File: src/rtl/rr_mux_if.sv
// Handshake bundle for rr_mux: NUM_IN producer channels in, one registered consumer channel out.
// in_last exists only when RR_MUX_ARB_HOLD_EN is defined.
interface rr_mux_if #(
  parameter int n      = 16,
  parameter int NUM_IN = 4
);
  localparam int SEL_W = $clog2(NUM_IN);

  logic [NUM_IN*n-1:0] in_data;
  logic [NUM_IN-1:0]   in_valid;
  logic [NUM_IN-1:0]   in_ready;
`ifdef RR_MUX_ARB_HOLD_EN
  logic [NUM_IN-1:0]   in_last;
`endif
  logic [n-1:0]        out_data;
  logic                out_valid;
  logic                out_ready;
  logic [SEL_W-1:0]    out_sel;

  modport slave (
    input  in_data, in_valid,
`ifdef RR_MUX_ARB_HOLD_EN
    input  in_last,
`endif
    input  out_ready,
    output in_ready, out_data, out_valid, out_sel
  );

  modport master (
    output in_data, in_valid,
`ifdef RR_MUX_ARB_HOLD_EN
    output in_last,
`endif
    output out_ready,
    input  in_ready, out_data, out_valid, out_sel
  );
endinterface

File: src/rtl/rr_mux.sv
// Round-robin N:1 registered mux, 1-cycle latency, 1 beat/cycle; all in_ready drop while out_valid && !out_ready.
// RR_MUX_ARB_HOLD_EN: grant stays on one channel until its in_last beat is accepted.
module rr_mux #(
  parameter  int n      = 16,
  parameter  int NUM_IN = 4,
  localparam int SEL_W  = $clog2(NUM_IN)
) (
  input logic      clk,
  input logic      rst_n,
  rr_mux_if.slave  bus
);
  logic [SEL_W-1:0] ptr;
  logic [SEL_W-1:0] nxt_ptr;
  logic [SEL_W-1:0] rr_win;
  logic [SEL_W-1:0] win;
  logic             rr_any;
  logic             any;
  logic             adv;
  logic             can_load;
  logic             accept;
  logic [n-1:0]     chan [NUM_IN];

  always_comb begin
    for (int i = 0; i < NUM_IN; i++) begin
      chan[i] = bus.in_data[i*n +: n];
    end
  end

  // Search from ptr upward with explicit wrap so non-power-of-two NUM_IN works.
  always_comb begin
    int tmp;
    logic [SEL_W-1:0] idx;
    tmp    = 0;
    idx    = '0;
    rr_win = '0;
    rr_any = 1'b0;
    for (int k = 0; k < NUM_IN; k++) begin
      tmp = int'(ptr) + k;
      if (tmp >= NUM_IN) tmp = tmp - NUM_IN;
      idx = SEL_W'(tmp);
      if (!rr_any && bus.in_valid[idx]) begin
        rr_any = 1'b1;
        rr_win = idx;
      end
    end
  end

`ifdef RR_MUX_ARB_HOLD_EN
  typedef enum logic {OPEN, LOCKED} state_t;
  state_t           state, state_nxt;
  logic [SEL_W-1:0] lock_ch, lock_ch_nxt;

  always_comb begin
    win = rr_win;
    any = rr_any;
    if (state == LOCKED) begin
      win = lock_ch;
      any = bus.in_valid[lock_ch];
    end
  end

  // Pointer only moves when a burst (or single-beat burst) completes.
  assign adv = bus.in_last[win];

  always_comb begin
    state_nxt   = state;
    lock_ch_nxt = lock_ch;
    if (state == OPEN) begin
      if (accept && !bus.in_last[win]) begin
        state_nxt   = LOCKED;
        lock_ch_nxt = win;
      end
    end else begin
      if (accept && bus.in_last[win]) state_nxt = OPEN;
    end
  end

  always_ff @(posedge clk or negedge rst_n) begin
    if (!rst_n) begin
      state   <= OPEN;
      lock_ch <= '0;
    end else begin
      state   <= state_nxt;
      lock_ch <= lock_ch_nxt;
    end
  end
`else
  assign win = rr_win;
  assign any = rr_any;
  assign adv = 1'b1;
`endif

  assign can_load = !bus.out_valid || bus.out_ready;
  // rst_n gating keeps producers from seeing a grant while the register is held in reset.
  assign accept   = rst_n && can_load && any;
  assign nxt_ptr  = (win == SEL_W'(NUM_IN - 1)) ? '0 : win + 1'b1;

  always_comb begin
    bus.in_ready = '0;
    for (int i = 0; i < NUM_IN; i++) begin
      bus.in_ready[i] = accept && (win == SEL_W'(i));
    end
  end

  always_ff @(posedge clk or negedge rst_n) begin
    if (!rst_n) begin
      bus.out_valid <= 1'b0;
      bus.out_data  <= '0;
      bus.out_sel   <= '0;
      ptr           <= '0;
    end else if (can_load) begin
      bus.out_valid <= any;
      if (any) begin
        bus.out_data <= chan[win];
        bus.out_sel  <= win;
        if (adv) ptr <= nxt_ptr;
      end
    end
  end
endmodule

File: src/flat_wrapper.sv
// flat-port wrapper written by rule: the top's interface ports become plain ports
module rr_mux_flat 
#(
  parameter  int n      = 16,
  parameter  int NUM_IN = 4,
  localparam int SEL_W  = $clog2(NUM_IN)
)
  (clk, rst_n, bus_in_data, bus_in_valid, bus_out_ready, bus_in_ready, bus_out_data, bus_out_valid, bus_out_sel);
  rr_mux_if #(.n(n), .NUM_IN(NUM_IN)) bus_i ();
  input logic clk;
  input logic rst_n;
  input wire logic [$bits(bus_i.in_data)-1:0] bus_in_data;
  input wire logic [$bits(bus_i.in_valid)-1:0] bus_in_valid;
  input wire logic [$bits(bus_i.out_ready)-1:0] bus_out_ready;
  output wire logic [$bits(bus_i.in_ready)-1:0] bus_in_ready;
  output wire logic [$bits(bus_i.out_data)-1:0] bus_out_data;
  output wire logic [$bits(bus_i.out_valid)-1:0] bus_out_valid;
  output wire logic [$bits(bus_i.out_sel)-1:0] bus_out_sel;
  assign bus_i.in_data = bus_in_data;
  assign bus_i.in_valid = bus_in_valid;
  assign bus_i.out_ready = bus_out_ready;
  assign bus_in_ready = bus_i.in_ready;
  assign bus_out_data = bus_i.out_data;
  assign bus_out_valid = bus_i.out_valid;
  assign bus_out_sel = bus_i.out_sel;
  rr_mux #(.n(n), .NUM_IN(NUM_IN)) u_core (.clk(clk), .rst_n(rst_n), .bus(bus_i));
endmodule
File: config.mk
export PLATFORM = sky130hd
export DESIGN_NAME = rr_mux_flat
export DESIGN_NICKNAME = d
export VERILOG_FILES = /design/src/rtl/rr_mux_if.sv /design/src/rtl/rr_mux.sv /design/src/flat_wrapper.sv
export SDC_FILE = /design/constraint.sdc
export NUM_CORES = 1
export LEC_CHECK = 0
export BUFFER_PORTS_ARGS = -buffer_cell sky130_fd_sc_hd__buf_2
export CELL_PAD_IN_SITES_DETAIL_PLACEMENT = 1
export CELL_PAD_IN_SITES_GLOBAL_PLACEMENT = 1
export CORE_MARGIN = 10
export CORE_UTILIZATION = 31
export CTS_BUF_LIST = sky130_fd_sc_hd__clkbuf_8
export CTS_CLUSTER_DIAMETER = 200
export DETAILED_ROUTE_END_ITERATION = 10
export PLACE_DENSITY_LB_ADDON = 0.1
export SYNTH_ARGS = -nofsm -noshare
export SYNTH_HDL_FRONTEND = slang
export SYNTH_SLANG_ARGS = --single-unit
File: constraint.sdc
create_clock -name clk -period 2.1 [get_ports clk]
set_clock_uncertainty 0.15 [all_clocks]
set_input_delay 0.21 -clock clk [delete_from_list [all_inputs] [get_ports clk]]
set_output_delay 0.21 -clock clk [all_outputs]
set_load 0.05 [all_outputs]
==> run_summary.xml <==
<?xml version="1.0" encoding="UTF-8"?>
<metrics>
  <group name="cells_and_area">
    <metric name="areaGrowthSynthToFinish" unit="%">56.06</metric>
    <metric name="layout.core_utilization" unit="%">51.10</metric>
    <metric name="n_antenna_cell" unit="">0</metric>
    <metric name="share_of_layout_cells_above_drive_strength_1" unit="%">56.13</metric>
    <metric name="layout.nets" unit="">326</metric>
    <metric name="final_common_cell" unit="">sky130_fd_sc_hd__buf_2</metric>
    <metric name="mostFrequentLayoutCells" unit="">89 x sky130_fd_sc_hd__buf_2, 21 x sky130_fd_sc_hd__dfrtp_1, 18 x sky130_fd_sc_hd__nor2_1, 17 x sky130_fd_sc_hd__mux2i_1</metric>
  </group>
  <group name="detailed_routing">
    <metric name="wl_per_cell" unit="um">20.23</metric>
    <metric name="drt_first_iter_violations" unit="">37</metric>
    <metric name="ant_nets" unit="">0</metric>
    <metric name="num_vias" unit="">1625</metric>
    <metric name="number_of_iterations_in_the_first_detailed_routing_pass" unit="">4</metric>
    <metric name="route.detailed.vias_per_inst" unit="">5.328</metric>
    <metric name="finalWirelength" unit="um">6171</metric>
    <metric name="drcViolationCount" unit="">0</metric>
  </group>
  <group name="global_route">
    <metric name="gr-total-overflow" unit="">0</metric>
    <metric name="grt_max_degree" unit="">21</metric>
    <metric name="grt_util_all_layers" unit="%">15.51</metric>
    <metric name="antenna_found_initial" unit="">0</metric>
    <metric name="grt_pass1_vias" unit="">1898</metric>
    <metric name="first_pass_grt_wire_length" unit="um">9487</metric>
  </group>
  <group name="placement">
    <metric name="worst_setup_timing_slack_at_the_placement_stage" unit="ps">17.45</metric>
    <metric name="count_of_input_and_output_buffers" unit="">93</metric>
    <metric name="gp_congestion" unit="">0.8129</metric>
    <metric name="place_hpwl" unit="um">4956</metric>
  </group>
  <group name="clock_tree">
    <metric name="cts.clk_slew.worst_paths" unit="ps">80</metric>
    <metric name="insertion_delay" unit="ps">260</metric>
    <metric name="cts-buffers-inserted" unit="">3</metric>
    <metric name="clock_tree.buffer_depth" unit="">2</metric>
    <metric name="cts_sinks" unit="">21</metric>
    <metric name="clock-root-buffer" unit="">sky130_fd_sc_hd__clkbuf_8</metric>
    <metric name="cts_tree" unit="">done</metric>
    <metric name="cts_htree_levels" unit="">1</metric>
  </group>
  <group name="yosys">
    <metric name="syn-num-nets" unit="">219</metric>
    <metric name="yosys_register_bits" unit="">21</metric>
    <metric name="postSynthCellCount" unit="">147</metric>
    <metric name="ys_seq_area_share" unit="%">36.11</metric>
    <metric name="synth_top_area_cell" unit="">sky130_fd_sc_hd__dfrtp_1</metric>
    <metric name="synth.top_cell.area_share" unit="%">36.11</metric>
    <metric name="ys.warnings.count" unit="">0</metric>
    <metric name="synth_area_per_cell" unit="sq um">9.899</metric>
    <metric name="ys_top_cells_by_area" unit="">sky130_fd_sc_hd__dfrtp_1 36%, sky130_fd_sc_hd__mux2i_1 12%, sky130_fd_sc_hd__a2111oi_2 11%</metric>
    <metric name="ys_types" unit="">26</metric>
    <metric name="syn-cell-area" unit="sq mm">0.001455</metric>
  </group>
  <group name="die">
    <metric name="num_io_pins" unit="">94</metric>
    <metric name="core_area" unit="sq mm">0.004444</metric>
    <metric name="die_h" unit="um">88.51</metric>
    <metric name="die_width" unit="um">88.51</metric>
    <metric name="design.die.area" unit="sq mm">0.007834</metric>
    <metric name="row_count" unit="">24</metric>
    <metric name="initial_cell_density_of_the_core" unit="%">32.74</metric>
  </group>
  <group name="timing">
    <metric name="max_freq" unit="MHz">467.4</metric>
    <metric name="normalized_max_slew_margin" unit="%">67.17</metric>
    <metric name="setup_viol" unit="">2</metric>
    <metric name="final.period_utilization" unit="%">101.9</metric>
    <metric name="timing_max_transition_violations_final" unit="">0</metric>
    <metric name="setup_slack" unit="ps">-39.38</metric>
    <metric name="whs" unit="ps">110.3</metric>
    <metric name="worst_pin_slew" unit="ps">490.8</metric>
    <metric name="timing.final.hold_violations" unit="">0</metric>
    <metric name="grt_setup_unrepaired" unit="">yes</metric>
    <metric name="timing.final.crit_period" unit="ps">2139</metric>
  </group>
  <group name="pwr">
    <metric name="power.share.switching" unit="%">50.64</metric>
    <metric name="vdd.ir_drop.worst" unit="uV">375.5</metric>
    <metric name="power_leakage" unit="nW">1.115</metric>
    <metric name="combinationalPowerShare" unit="%">63.9</metric>
    <metric name="netSwitchingPower" unit="mW">1.238</metric>
    <metric name="pwr_density_cell" unit="mW/mm^2">1076</metric>
    <metric name="cellInternalPower" unit="mW">1.207</metric>
    <metric name="share_seq_of_total_power" unit="%">25.1</metric>
    <metric name="clock_power_share" unit="%">11.0</metric>
  </group>
  <group name="flow_run">
    <metric name="maxCapViolations" unit="">0</metric>
  </group>
  <group name="status">
    <metric name="violations" unit="">setup timing</metric>
    <metric name="outcome" unit="">complete, but fails checks</metric>
  </group>
  <group name="critical_path">
    <metric name="rr_startpoint" unit="">u_core.ptr[1]</metric>
    <metric name="critPathMaxFanout" unit="">5</metric>
    <metric name="criticalPathCategory" unit="">register to primary output</metric>
    <metric name="capture_point_of_the_worst_reg_to_reg_path" unit="">u_core.bus.out_data[9]</metric>
    <metric name="cpPeakStageDelay" unit="ps">400</metric>
    <metric name="cp_num_buf_inv" unit="">3</metric>
    <metric name="critPathTopFamily" unit="">flip-flops</metric>
    <metric name="slowest_stage" unit="">sky130_fd_sc_hd__dfrtp_1</metric>
    <metric name="setup.reg_to_reg.worst_slack" unit="ps">80</metric>
    <metric name="path_depth" unit="">8</metric>
    <metric name="start_kind" unit="">register</metric>
    <metric name="worst-endpoint-arrival" unit="ps">1780</metric>
    <metric name="cp-endpoint" unit="">bus_in_ready[1]</metric>
    <metric name="cp-startpoint" unit="">u_core.ptr[1]</metric>
    <metric name="depth_of_the_worst_register_to_register_path" unit="">7</metric>
    <metric name="worst_path_cell_chain" unit="">buf_6 &gt; a21boi_4 &gt; a2bb2oi_4 &gt; nand2_4 &gt; inv_4 &gt; ha_2 &gt; and3_4 &gt; buf_8</metric>
    <metric name="cp_data_required_time" unit="ps">1740</metric>
    <metric name="crit_path_end_kind" unit="">primary output</metric>
  </group>
  <group name="worst_hold_path">
    <metric name="hold_path_class" unit="">input pin to register</metric>
  </group>
</metrics>
-- layout make-up --
| class | instances | area [sq um] |
|---|---|---|
| clock buffer | 3 | 41.29 |
| clock inverter | 1 | 5.005 |
| fill | 546 | 2173 |
| inverter | 4 | 18.77 |
| multi-input combinational | 110 | 920.9 |
| sequential | 21 | 525.5 |
| tap | 52 | 65.06 |
| timing repair buffer | 114 | 694.4 |
-- cell usage after synthesis (all sizes together) --
master and count:
nor3 3, clkbuf 4, inv 3, o21ai 3
a21o 2, nand2 8, mux2i 17, ha 1
dfrtp 21, a2111oi 16, and3 17, a211oi 16
a2bb2oi 1, a21boi 2, a21oi 2, and2b 1
clkinv 1, buf 8, nor2 19, nor4 1
o22a 1
-- worst reg2reg max path: stages (launching register included) --
cell and delay, ps:
sky130_fd_sc_hd__dfrtp_1 370, sky130_fd_sc_hd__buf_6 130, sky130_fd_sc_hd__mux2i_1 200, sky130_fd_sc_hd__nand2_1 130, sky130_fd_sc_hd__buf_4 220, sky130_fd_sc_hd__and3_1 190
sky130_fd_sc_hd__a2111oi_1 410, sky130_fd_sc_hd__a211oi_1 100
-- per-layer routing --
| metal | track usage, % | vias up | part of all wire (%) |
|---|---|---|---|
| met3 | 4.412 | 6 | 6.5 |
| met2 | 29.00 | 51 | 53 |
| li1 | - | 776 | - |
| met1 | 16.47 | 792 | 39 |
| met5 | 0 | - | 0 |
| met4 | 4.552 | 0 | 1.2 |
-- kinds of logic (layout without fill, tap and decap cells) --
group | count (synthesis) | after routing | synth area share (%)
AND/OR/NAND/NOR | 49 | 49 | 16.42
flip-flops | 21 | 21 | 36.11
buffers and inverters | 16 | 122 | 5.846
adder cells (fa/ha/maj) | 1 | 1 | 0.8597
AO/OA/AOI/OAI | 43 | 43 | 29.06
multiplexers | 17 | 17 | 11.69
-- worst min path at each step --
stage                        startpoint                       to  slack, ps  cells past startpoint
final                     bus_out_ready     u_core.bus.out_valid        110                      4
after detailed placement          rst_n   u_core.bus.out_data[8]        -50                      1
after floorplan                   rst_n   u_core.bus.out_data[0]       -240                      0
after CTS                 bus_out_ready     u_core.bus.out_valid        110                      4
after global placement            rst_n  u_core.bus.out_data[15]        -50                      1
after global routing      bus_out_ready     u_core.bus.out_valid        130                      4
-- through the flow --
stage | cell area (sq um) | total power [mW] | TNS, ps | std cells
6_report | 2271 | 2.445 | -51.50 | 305
5_1_grt | 2271 | 2.594 | -419.5 | 305
4_1_cts | 2237 | 2.430 | -207.5 | 304
3_5_place_dp | 2103 | 2.099 | 0 | 296
3_3_place_gp | 2103 | 2.037 | 0 | 296
2_1_floorplan | 1498 | 1.633 | 0 | 147
-- repair_timing --
action | in CTS | in global routing
endpoints found under the setup margin | 4 | 7
buffers inserted | 3 | 1
pin swaps | 2 | 5
hold endpoints to repair | 21 | 0
gates resized for setup | 15 | 10
hold buffers | 1 | 0
-- power by group through the flow --
stage / sequential, mW / combinational, mW / clock (mW)
after floorplan: 1.06 / 0.571 / 0
after global placement: 0.617 / 1.42 / 0
after detailed placement: 0.620 / 1.48 / 0
after CTS: 0.613 / 1.54 / 0.281
after global routing: 0.631 / 1.66 / 0.299
final: 0.614 / 1.56 / 0.270
-- flip-flops by register name, indices dropped and copies added (netlist names) --
name and count:
u_core.bus.out_valid 1, u_core.bus.out_data 16, u_core.bus.out_sel 2, u_core.ptr 2
Note: power is estimated with default switching activity, not from simulation.
